$ cat src/rtl/instruction_cache.sv
// Direct-mapped, read-only instruction cache: serves 32-bit words on a hit with no stall,
// and on a miss refills one 128-bit line over the instruction memory's READ/BUSYWAIT handshake.
module instruction_cache #(
    parameter int NUM_SETS = 8
) (
    input  logic         CLK,
    input  logic         RESET,
    input  logic         CPU_READ,
    input  logic [31:0]  PC_ADDRESS,
    output logic [31:0]  INSTRUCTION,
    output logic         CPU_BUSYWAIT,
    output logic         MEM_READ,
    output logic [27:0]  MEM_ADDRESS,
    input  logic [127:0] MEM_READDATA,
    input  logic         MEM_BUSYWAIT
);
    localparam int INDEX_BITS = $clog2(NUM_SETS);
    localparam int TAG_BITS   = 28 - INDEX_BITS;

    typedef enum logic [1:0] {IDLE, FETCH, INSTALL} state_t;

    state_t state, state_next;

    logic [NUM_SETS-1:0] valid;
    logic [TAG_BITS-1:0] tag_arr  [NUM_SETS];
    logic [127:0]        data_arr [NUM_SETS];

    logic [TAG_BITS-1:0]   fetch_tag;
    logic [INDEX_BITS-1:0] fetch_index;

    logic [1:0]            pc_word;
    logic [INDEX_BITS-1:0] pc_index;
    logic [TAG_BITS-1:0]   pc_tag;
    logic                  hit;
    logic [31:0]           hit_word;
    logic                  miss_start;
    logic                  fill_en;
    logic                  pc_unused;

    assign pc_word   = PC_ADDRESS[3:2];
    assign pc_index  = PC_ADDRESS[4 +: INDEX_BITS];
    assign pc_tag    = PC_ADDRESS[31:4+INDEX_BITS];
    assign pc_unused = ^PC_ADDRESS[1:0];

    assign hit        = CPU_READ & valid[pc_index] & (tag_arr[pc_index] == pc_tag);
    assign hit_word   = data_arr[pc_index][{pc_word, 5'b00000} +: 32];
    assign miss_start = (state == IDLE) & CPU_READ & ~hit;
    assign fill_en    = (state == FETCH) & ~MEM_BUSYWAIT;

    // NOTE: sequential state uses non-blocking assignments so every register
    // samples the pre-edge values regardless of statement order.
    always_ff @(posedge CLK) begin
        if (RESET) begin
            state       <= IDLE;
            valid       <= '0;
            MEM_READ    <= 1'b0;
            MEM_ADDRESS <= '0;
        end else begin
            state <= state_next;
            if (miss_start) begin
                MEM_READ    <= 1'b1;
                MEM_ADDRESS <= PC_ADDRESS[31:4];
                fetch_tag   <= pc_tag;
                fetch_index <= pc_index;
            end else if (fill_en) begin
                MEM_READ           <= 1'b0;
                valid[fetch_index] <= 1'b1;
            end
        end
    end

    // NOTE: tag/data arrays carry no reset; the valid bits alone make stale
    // contents unobservable, which keeps the arrays mappable to plain RAM.
    always_ff @(posedge CLK) begin
        if (!RESET && fill_en) begin
            tag_arr[fetch_index]  <= fetch_tag;
            data_arr[fetch_index] <= MEM_READDATA;
        end
    end

    // NOTE: every output gets a default before the case so no latch is inferred.
    always_comb begin
        state_next   = state;
        CPU_BUSYWAIT = 1'b1;
        INSTRUCTION  = '0;
        case (state)
            IDLE: begin
                CPU_BUSYWAIT = CPU_READ & ~hit;
                if (hit) begin
                    INSTRUCTION = hit_word;
                end
                if (CPU_READ && !hit) begin
                    state_next = FETCH;
                end
            end
            FETCH: begin
                if (!MEM_BUSYWAIT) begin
                    state_next = INSTALL;
                end
            end
            INSTALL: begin
                state_next = IDLE;
            end
            default: begin
                state_next = IDLE;
            end
        endcase
        // Reset dominates: the CPU is held off until the cache is usable.
        if (RESET) begin
            CPU_BUSYWAIT = 1'b1;
            INSTRUCTION  = '0;
        end
    end

endmodule
$ cat config.mk
export PLATFORM = sky130hd
export DESIGN_NAME = instruction_cache
export DESIGN_NICKNAME = d
export VERILOG_FILES = /design/src/rtl/instruction_cache.sv
export SDC_FILE = /design/constraint.sdc
export NUM_CORES = 1
export LEC_CHECK = 0
export ABC_AREA = 0
export BUFFER_PORTS_ARGS = -buffer_cell sky130_fd_sc_hd__buf_4
export CORE_AREA = 2 2 408 410
export CTS_CLUSTER_DIAMETER = 100
export DETAILED_ROUTE_END_ITERATION = 10
export DIE_AREA = 0 0 410 412
export GPL_TIMING_DRIVEN = 0
export PLACE_DENSITY = 0.53
export SYNTH_ARGS = -nofsm -noshare
export SYNTH_HDL_FRONTEND = slang
export SYNTH_SLANG_ARGS = --single-unit
$ cat constraint.sdc
create_clock -name CLK -period 40.2 [get_ports CLK]
set_input_delay 10.05 -clock CLK [delete_from_list [all_inputs] [get_ports CLK]]
set_output_delay 10.05 -clock CLK [all_outputs]
set_load 0.005 [all_outputs]
# Word level (Yosys, flattened, before mapping)
# Memory sizes are Yosys's and may differ from the RTL's.
# Cells that the tools add are included.
# totals
memories,2
elab_cells,53
out_inout_bits,62
romBits,0
regBits,67
mem_bits_rw,1224
in_bits,164
latch_bits,0
# op_classes
n_addsub,0
n_mux,16
n_mul,0
n_reduce_logical,10
eq_ne,4
shifts,1
div,0
n_bitwise,11
order_cmp,3
# mem_list
memory,depth,width,rd,rd_ports_with_merged_regs,wr,line_no,rtl
data_arr,8,128,1,0,1,26,logic [127:0] data_arr [NUM_SETS];
tag_arr,8,25,1,0,1,25,logic [TAG_BITS-1:0] tag_arr [NUM_SETS];
# ops
operator,count
variable part select 128 x 8 -> 32 bit,1
two-way mux 32 bit,3
== test 25 bit,1
"< comparator 3 x 4 -> 1 bit, second input constant",2
two-way mux 1 bit,8
OR 8 bit,1
AND 1 bit,6
AND reduction 2 bit,3
two-way mux 2 bit,2
NOT 1 bit,4
one-hot mux 2 bit (2 select lines),1
binary-select mux 1 bit (select 3 bit),1
demux 1 bit (select 3 bit),1
">= comparator 3 x 1 -> 1 bit, second input constant",1
logical AND 1 bit,3
"== test 2 x 1 -> 1 bit, second input constant",1
logical NOT 1 bit,2
logical NOT 2 bit,1
"!= test 2 x 1 -> 1 bit, second input constant",1
"!= test 2 bit, second input constant",1
nonzero test 2 bit,1

# Longest topological paths before layout
# logic_depth
word_depth,8
mapped_depth,13
mapped_depth_nobuf,8

# Least setup slack after synthesis
# Ideal clock, no wire load.
# synth_path
path_kind,input to output
from,in PC_ADDRESS[4]
to,out INSTRUCTION[22]
path_buffers,5
t_required_ns,30.150
stages,9
t_arrival_ns,12.619
path_slack_ns,17.531
cell_sequence,buf_2 -> buf_4 -> buf_2 -> buf_2 -> buf_1 -> mux4_2 -> mux4_2 -> mux2i_1 -> nor2_1
# synth_via
elab_chain_len,7
elab_cells_between_ends,11
classes_between,1 x eq/ne; 1 x shift; 5 x mux; 2 x bitwise; 2 x memory
# synth_lines
item,line_no,rtl
from (decl),9,"input logic [31:0] PC_ADDRESS,"
branches (longest 4 deep; another with memory (8 x 128 bit)),--,
two-way mux 32 bit (*),89,if (hit) begin
two-way mux 32 bit (*),86,case (state)
two-way mux 32 bit (*),109,if (RESET) begin
to (decl),10,"output logic [31:0] INSTRUCTION,"
# Mark *: on every way between the ends. The select of a mux whose other input is x is not followed.

# Worst setup path in the final report
# layout_path
from,in PC_ADDRESS[6]
to,out INSTRUCTION[17]
# The elaborated chain is that of the path after synthesis.

==> results.md <==
- Post-CTS setup buffer count: 0
- Full die area: 0.169 mm^2
- DP Area: 0.0551 mm^2
- Min-delay worst type: reg -> reg
- Post-synth top area cell: edfxtp_1
- Via density: 4.84
- # setup viols final: 0
- Worst setup EP type: output pin
- MaxCap Viol Count: 0
- Slowest library cell on the worst path: nand4_1
- Highest ir drop seen on vdd: 0.0452 mV
- Yosys warns: 0
- Largest net degree at the start of global routing: 25
- Unrepaired setup endpoints after global routing: false
- Crit path cell chain: buf_4 -> clkbuf_1 -> buf_2 -> buf_2 -> mux4_2 -> mux2i_1 -> xnor2_1 -> nor4_1 -> and3_1 -> nand4_1 -> clkbuf_1 -> nor2_1 -> buf_4
- Max Slew Vio Count: 0
- Global routing's busiest layer: met2
- Slew at the pin closest to its max-slew limit: 1.47 ns
- TNS Setup: 0 ns
- Average wire per standard cell: 27.3 um
- Clock Power Share: 42.6%
- PortBufs: 221
- Number of flops mapped to enable cells by yosys: 1252
- Clock latency on the worst-skew pair: 0.76 ns
- Area grow syn2layout: 21.2%
- Reg clk slew, reported paths: 0.06 ns
- Syn Area/Cell: 23.6 um^2
- Most common cell in the netlist: edfxtp_1
- Final hold vios: 0
- Root buffer cell: clkbuf_16
- Worst slew margin: 2.25%
- M1 GR Usage: 19.7%
- Leakage power: 19.1 nW
- R2r setup slk: 35.73 ns
- Final wirelength: 132000 um
- Clock skew: 0.0365 ns
- Die W: 410 um
- Power per cell area: 47.8 mW/mm^2
- Nets: 2697
- Min-delay src: valid[6]$_SDFFE_PP0P_
- Crit Path Class: in -> out
- Fin crit period: 24.80 ns
- First-pass GRT wire length: 184000 um
- Synth top area cells: edfxtp_1 77%, mux4_2 16%, mux2i_1 1.9%
- Antenna violations before repair: 34
- Critical Path Source Type: primary input
- Most instantiated cells after synthesis: 1252 x edfxtp_1, 346 x mux4_2, 93 x mux2i_1
- Distinct cells, synth: 40
- Sequential power share: 52.4%
- Number of remaining DRC errors: 0
- Post-synthesis sequential area ratio: 78.3%
- Io pins: 226
- Fin crit share: 61.7%
- Worst Path Arrival: 14.75 ns
- Layout cells sized above 1: 34.1%
- # rows: 149
- Total grt overflow: 0
- R2R cell count: 16
- Number of detailed-route iterations in the first pass: 7
- Die Span Y: 412 um
- Post-synthesis instance total: 2077
- Hpwl dp: 90500 um
- Clock sink count: 1291
- Hold endpoint: valid[6]$_SDFFE_PP0P_
- Initial drt markers: 2354
- Initial Util: 29.8%
- Hold Crit Depth: 1
- Synth top area share: 76.7%
- Combinational Power Share: 5.0%
- H-tree depth: 4
- CTS tree: yes
- Ys async rst share: 0%
- Clk buf depth: 3
- Reg-to-Reg End: data_arr[1][29]$_DFFE_PP_
- Routability cong.: 0.738
- CP top delay family: simple AND/OR/NAND/NOR gates
- Switch share: 20.6%
- CP required: 30.15 ns
- Predominant post-synthesis flop cell: edfxtp_1
- Vias post-DR: 23400
- M2 GR Usage: 26.2%
- Int Power: 2.25 mW
- Vias in the first global route: 24200
- Fin area: 0.0594 mm^2
- Switching power of the nets: 585 uW
- GR Util met3: 4.10%
- Max Fclk: 0.0403 GHz
- Buf/Inv on CP: 6
- Flops & latches, synth: 1291
- # hold bufs at CTS: 0
- Core ar.: 0.164 mm^2
- Reg-to-Reg Start: state[0]$_SDFFE_PP0P_
- GR Util All Layers: 15.5%
- Resize count post-CTS: 0
- Mapped Area: 0.0490 mm^2
- Status: completed
- Syn_nets: 2241
- Slowest stage delay, CP: 0.78 ns
- Final ANT Viol Nets: 0
- CTS Buf Count: 137
- Critical-path maximum fanout: 10
[kinds of logic (layout without fill, tap and decap cells)]
family | after synthesis | in the layout | synth area share, %
AO/OA/AOI/OAI | 102 | 102 | 1.48
XOR/XNOR | 20 | 20 | 0.357
buffers and inverters | 116 | 675 | 1.00
flip-flops | 1291 | 1291 | 78.3
multiplexers | 443 | 443 | 17.9
other | 0 | 5 | 0
AND/OR/NAND/NOR | 105 | 105 | 0.960
[registers in the layout, indices dropped and copies added (netlist names)]
register,cells
fetch_tag,25
MEM_ADDRESS,28
fetch_index,3
valid,8
state,2
tag_arr,200
data_arr,1024
MEM_READ,1
[through the flow]
step	util (%)	power (mW)	setup slack, ns	hold slack, ns	std cells
3_5_place_dp	33.5	1.66	15.25	0.443	4583
5_1_grt	36.2	2.93	15.08	0.472	4828
2_1_floorplan	-	1.59	17.53	0.421	2077
4_1_cts	36.1	2.87	15.24	0.456	4825
3_3_place_gp	32.5	1.66	4.39	0.428	4487
6_report	36.2	2.84	15.40	0.455	4830
[cells in the final DEF (no fill, tap or decap), types with 18 or more instances in the layout]
cell type     n
nor2_1       36
mux2i_1      93
clkinv_2     18
buf_12       39
buf_1        20
edfxtp_1   1252
clkinv_1     26
nand2_1      30
buf_2        37
clkbuf_1     86
buf_6        42
buf_4       222
dfxtp_1      39
a21oi_1      34
clkbuf_16   141
a22oi_1      20
a31o_1       22
mux4_2      346
[power groups by stage]
| stage | Clock (mW) | Combinational (mW) | Sequential [mW] |
|---|---|---|---|
| 2_1_floorplan | 0 | 0.0747 | 1.52 |
| 3_3_place_gp | 0 | 0.140 | 1.52 |
| 3_5_place_dp | 0 | 0.146 | 1.52 |
| 4_1_cts | 1.24 | 0.146 | 1.49 |
| 5_1_grt | 1.29 | 0.153 | 1.49 |
| 6_report | 1.21 | 0.143 | 1.49 |
[layout make-up]
class / count / area, um^2
Fill cell: 14800 / 105000
Sequential cell: 1291 / 38400
Multi-Input combinational cell: 670 / 10200
Clock buffer: 174 / 3660
Timing Repair Buffer: 317 / 3270
Tap cell: 2189 / 2740
Clock inverter: 68 / 638
Buffer: 113 / 482
Antenna cell: 5 / 12.5
Inverter: 3 / 11.3
[worst max-delay path by stage]
stage	start	endpoint	slack (ns)	depth (start not counted)
after global routing	PC_ADDRESS[4]	INSTRUCTION[17]	15.08	14
after global placement	MEM_BUSYWAIT	data_arr[0][120]$_DFFE_PP_	4.39	4
after detailed placement	PC_ADDRESS[4]	INSTRUCTION[17]	15.25	14
after floorplan	PC_ADDRESS[4]	INSTRUCTION[22]	17.53	9
final	PC_ADDRESS[6]	INSTRUCTION[17]	15.40	13
after CTS	PC_ADDRESS[4]	INSTRUCTION[17]	15.24	14
[layer usage]
layer  wire, um  vias to the layer above
met1      53900                    12500
met4       3220                       36
li1           -                     9828
met3       8600                      216
met5        231                        -
met2      66100                      773
(Power assumes the default switching activity.)
